--- src/rtl/axis_crc_pkg.sv ---
// Shared constants and FSM state type for the AXIS CRC-32 append block.
// Used by axis_crc_append and crc32_word.
package axis_crc_pkg;

    // CRC-32/Ethernet parameters (normal-form polynomial).
    localparam logic [31:0] CRC_POLY   = 32'h04C11DB7;
    localparam logic [31:0] CRC_INIT   = 32'hFFFFFFFF;
    localparam logic [31:0] CRC_XOROUT = 32'hFFFFFFFF;

    // Bit-reverse a 32-bit word. The CRC register shifts LSB-first, so it
    // needs the polynomial in reflected form.
    function automatic logic [31:0] reflect32(input logic [31:0] v);
        logic [31:0] r;
        r = {<<{v}};
        return r;
    endfunction

    localparam logic [31:0] CRC_POLY_REFL = reflect32(CRC_POLY);

    // Packet FSM states. DROP is only reached when the length limit is enabled.
    typedef enum logic [1:0] {
        PASS = 2'd0,
        CRC  = 2'd1,
        DROP = 2'd2
    } state_e;

endpackage

--- src/rtl/crc32_word.sv ---
// Combinational CRC-32/Ethernet update over one 32-bit word.
// Byte 0 (data_i[7:0]) enters first; the register is held in reflected form.
module crc32_word
    import axis_crc_pkg::*;
(
    input  logic [31:0] crc_i,
    input  logic [31:0] data_i,
    output logic [31:0] crc_o
);

    logic [31:0] c;

    // In reflected form, XOR-ing the whole little-endian word up front and then
    // shifting 32 times is the same as feeding the four bytes in order.
    always_comb begin
        c = crc_i ^ data_i;
        for (int unsigned i = 0; i < 32; i++) begin
            c = c[0] ? ((c >> 1) ^ CRC_POLY_REFL) : (c >> 1);
        end
        crc_o = c;
    end

endmodule

--- src/rtl/axis_crc_append.sv ---
// AXI-Stream pass-through that appends a CRC-32/Ethernet beat after each packet.
// The output is a single register stage, so latency is 1 cycle.
// Optional feature: define AXIS_CRC_APPEND_LEN_LIMIT_EN to cap packets at
// MAX_LEN payload beats. With the cap on, the block truncates longer packets,
// pulses trunc and discards the remaining beats up to s_last.
module axis_crc_append
    import axis_crc_pkg::*;
#(
    parameter int DATA_WIDTH = 32,
    parameter int MAX_LEN    = 256
) (
    input  logic                  clk,
    input  logic                  rst,
    input  logic                  s_valid,
    output logic                  s_ready,
    input  logic                  s_last,
    input  logic [DATA_WIDTH-1:0] s_data,
    output logic                  m_valid,
    input  logic                  m_ready,
    output logic                  m_last,
    output logic [DATA_WIDTH-1:0] m_data,
    output logic                  trunc
);

    if (DATA_WIDTH != 32) begin : g_bad_width
        $error("axis_crc_append: DATA_WIDTH must be 32");
    end

    if (MAX_LEN < 1) begin : g_bad_len
        $error("axis_crc_append: MAX_LEN must be at least 1");
    end

    state_e                state_q;
    logic [31:0]           crc_q;
    logic [31:0]           crc_d;
    logic                  m_valid_q;
    logic                  m_last_q;
    logic [DATA_WIDTH-1:0] m_data_q;
    logic                  reg_free;
    logic                  s_hs;

`ifdef AXIS_CRC_APPEND_LEN_LIMIT_EN
    localparam int unsigned CNT_W = $clog2(MAX_LEN + 1);
    localparam logic [CNT_W-1:0] LAST_CNT = CNT_W'(MAX_LEN - 1);

    logic [CNT_W-1:0] cnt_q;
    logic             trunc_q;
`endif

    assign reg_free = !m_valid_q || m_ready;
    assign s_hs     = s_valid && s_ready;

    crc32_word u_crc32_word (
        .crc_i  (crc_q),
        .data_i (s_data),
        .crc_o  (crc_d)
    );

    // Upstream ready: follow the output register in PASS, close it while the
    // CRC beat is pending, and sink everything while dropping.
    always_comb begin
        s_ready = 1'b0;
        case (state_q)
            PASS:    s_ready = reg_free;
            CRC:     s_ready = 1'b0;
`ifdef AXIS_CRC_APPEND_LEN_LIMIT_EN
            DROP:    s_ready = 1'b1;
`endif
            default: s_ready = 1'b0;
        endcase
    end

    // Packet FSM with running CRC and registered output beat.
    always_ff @(posedge clk or negedge rst) begin
        if (!rst) begin
            state_q   <= PASS;
            crc_q     <= CRC_INIT;
            m_valid_q <= 1'b0;
            m_last_q  <= 1'b0;
            m_data_q  <= '0;
`ifdef AXIS_CRC_APPEND_LEN_LIMIT_EN
            cnt_q     <= '0;
            trunc_q   <= 1'b0;
`endif
        end else begin
`ifdef AXIS_CRC_APPEND_LEN_LIMIT_EN
            trunc_q <= 1'b0;
`endif
            if (m_valid_q && m_ready) begin
                m_valid_q <= 1'b0;
            end
            case (state_q)
                PASS: begin
                    if (s_hs) begin
                        m_valid_q <= 1'b1;
                        m_data_q  <= s_data;
                        m_last_q  <= 1'b0;
                        crc_q     <= crc_d;
                        if (s_last) begin
                            state_q <= CRC;
`ifdef AXIS_CRC_APPEND_LEN_LIMIT_EN
                            cnt_q   <= '0;
                        end else if (cnt_q == LAST_CNT) begin
                            state_q <= DROP;
                            trunc_q <= 1'b1;
                            cnt_q   <= '0;
                        end else begin
                            cnt_q   <= cnt_q + CNT_W'(1);
`endif
                        end
                    end
                end
                CRC: begin
                    if (reg_free) begin
                        m_valid_q <= 1'b1;
                        m_data_q  <= crc_q ^ CRC_XOROUT;
                        m_last_q  <= 1'b1;
                        crc_q     <= CRC_INIT;
                        state_q   <= PASS;
                    end
                end
`ifdef AXIS_CRC_APPEND_LEN_LIMIT_EN
                DROP: begin
                    if (s_valid && s_last) begin
                        state_q <= CRC;
                    end
                end
`endif
                default: state_q <= PASS;
            endcase
        end
    end

    assign m_valid = m_valid_q;
    assign m_last  = m_last_q;
    assign m_data  = m_data_q;

`ifdef AXIS_CRC_APPEND_LEN_LIMIT_EN
    assign trunc = trunc_q;
`else
    assign trunc = 1'b0;
`endif

endmodule

--- config.mk ---
export PLATFORM = sky130hd
export DESIGN_NAME = axis_crc_append
export DESIGN_NICKNAME = d
export VERILOG_FILES = /design/src/rtl/axis_crc_pkg.sv /design/src/rtl/crc32_word.sv /design/src/rtl/axis_crc_append.sv
export SDC_FILE = /design/constraint.sdc
export NUM_CORES = 1
export LEC_CHECK = 0
export CAP_MARGIN = 20
export CORE_ASPECT_RATIO = 0.9
export CORE_MARGIN = 10
export CORE_UTILIZATION = 45
export DETAILED_ROUTE_END_ITERATION = 12
export PLACE_DENSITY = 0.67
export SLEW_MARGIN = 20
export SYNTH_ARGS = -nofsm -noshare
export SYNTH_HDL_FRONTEND = slang
export SYNTH_SLANG_ARGS = --single-unit
--- constraint.sdc ---
create_clock -name clk -period 7.5 [get_ports clk]
set_input_delay 1.5 -clock clk [delete_from_list [all_inputs] [get_ports clk]]
set_output_delay 1.5 -clock clk [all_outputs]
set_load 0.05 [all_outputs]
==> reports/results.tsv <==
metric	value	unit
vias per inst	5.11	
DRT Wirelength	16800	um
vias in the first global route	4116	
GPL Wtd Cong	0.958	
antenna violations before repair	0	
crit path launch	s_data[4]	
register-to-register setup slack	3240	ps
crit path kind	input pin to flip-flop	
Top FF cell, synth	dfrtp_1	
Final Cycle Share	0.731	
DRC Markers	0	
share of the synthesized area in the top cell type	0.231	
CP Launch Type	input pin	
Worst-Margin Slew	890	ps
first-pass GRT wire length	26000	um
Hold Vio Cnt, Final	0	
post-layout min period	5480	ps
GRT Total Usage	0.188	
Min-Delay Path Class	flip-flop to flip-flop	
# hold bufs at CTS	0	
Routed WL per cell	22.2	um
reg2reg end	crc_q[20]	
Async S/R FF share, synth	1.00	
Fill cells	1107	
CTS Root Buffer Type	clkbuf_16	
die area	18300	um2
grt total ovfl	0	
CTS Buffer Depth	2	
RSZ-0062 raised after global routing	no	
Vert. Die Dim	129	um
most numerous cell in the Yosys netlist	xnor2_1	
Reg clk slew, reported paths	60	ps
DR iter-0 viols	254	
final setup fails	0	
core area	12900	um2
Post-CTS Resized	0	
Skew-Pair Late Insertion Delay	350	ps
share of layout cells above drive strength 1	0.131	
largest net degree at the start of global routing	68	
Setup crit end	crc_q[20]	
Crit. End Element	flip-flop	
Synth area leaders	xnor2_1 23%, dfrtp_1 15%, xnor3_1 14%	
max cap viols	0	
FF/Latch Area	1720	um2
port buffer count	71	
Syn Area/Cell	11.5	um2
Syn. warnings	0	
status	finished clean	
post-synth net total	556	
Post-synth top cells	158 x xnor2_1, 38 x xnor3_1, 36 x nand2_1, 35 x dfrtp_1, 35 x o21ai_0	
H-tree levels	3	
1st-pass router iterations	4	
CP arrival	5720	ps
area of the multi-input gates	4090	um2
fmax	182	MHz
Mapped Cells	519	
synth unique cells	30	
Starting Density	0.465	
# clock sinks	67	
Max Slew Vio Count	0	
row count	39	
worst reg2reg path startpoint	crc_q[4]	
FF+latch count, synth	67	
nets	626	
DIE WIDTH	142	um
CTS tree	yes	
leading area contributor after synthesis	xnor2_1	
worst-path fanout max	5	
Diodes inserted	0	
Setup Fix Bufs, Post-CTS	0	
setup_tns	0	ps
Cell Area, Synth	5990	um2
clk_skew	8.34	ps
Final ANT Viol Nets	0	
r2r worst-path depth	9	
post-synthesis sequential area ratio	0.287	
total CTS buffers	9	
CP required	7740	ps
I/O Pins	73	
post-DP HPWL	13200	um
Post-synth EDFFs	0	
P&R area growth vs syn	20.3	%
max_slew headroom	0.402	
DR vias	3871	
per-layer routing:
layer	part of all wire	wire [um]	vias up	GRT usage
li1	-	-	1849	-
met1	0.47	7880	1897	0.260
met2	0.45	7530	107	0.288
met3	0.067	1120	18	0.0464
met4	0.016	269	0	0.0523
met5	0	0	-	0
sequential cells by signal, summed over array words and instances (netlist names):
| name | count |
|---|---|
| m_last | 1 |
| crc_q | 32 |
| m_valid | 1 |
| state_q | 1 |
| m_data | 32 |
through the flow:
step | instance area, um2 | utilization | hold slack [ps] | worst slack, ps | std cells
after global placement | 6880 | 0.534 | 461 | 1570 | 741
after detailed placement | 6880 | 0.534 | 469 | 1670 | 741
final | 7200 | 0.559 | 476 | 2020 | 758
after CTS | 7170 | 0.557 | 483 | 2030 | 757
after floorplan | 5990 | - | 471 | 2750 | 519
after global routing | 7200 | 0.559 | 499 | 1810 | 758
worst max-delay path, stage by stage:
cell and delay, ps:
clkdlybuf4s50_1 440, xnor2_1 540, xnor3_1 720, xor2_2 530, xnor2_2 260, xnor3_2 590
xnor3_2 320, xnor3_2 450, xnor2_1 260, a22oi_1 100
final cells by class:
type                       count  area share
timing repair buffer          77       0.107
inverter                      31      0.0162
clock buffer                   9      0.0313
tap                          164      0.0285
clock inverter                 7      0.0103
multi-input combinational    403       0.568
sequential                    67       0.239
worst min-delay path by stage:
stage          startpoint         end  cells after the start
5_1_grt        m_data[29]  m_data[29]                      2
2_1_floorplan   crc_q[27]   crc_q[27]                      2
4_1_cts         m_data[3]   m_data[3]                      2
6_report       m_data[20]  m_data[20]                      2
3_3_place_gp    m_data[3]   m_data[3]                      2
3_5_place_dp    m_data[3]   m_data[3]                      2
layout by cell type (no fill, tap or decap), types with 2 or more instances in the layout:
master and instances:
dfrtp_1 34, inv_6 2, xor2_4 3, nand2_1 36, o21ai_0 34, dfstp_2 32
inv_1 31, clkdlybuf4s50_1 70, xor2_2 3, xnor2_2 5, xor3_1 6, xnor2_1 158
mux2i_1 31, xor2_1 34, xnor3_1 38, xnor3_2 5, a2bb2oi_1 5, clkinv_2 2
clkbuf_16 9, buf_4 5, a22oi_1 25, nor2_1 5, xnor2_4 5
kinds of logic after synthesis:
group           share of synthesized area
flops                               0.287
other cells                      0.000626
buf+inv                            0.0314
simple gates                       0.0307
compound gates                     0.0725
xor+xnor                            0.526
mux                                0.0518
Power is left out: the tool's default activity adds up to more than one toggle a clock period on the data nets, which glitch-free logic cannot reach.
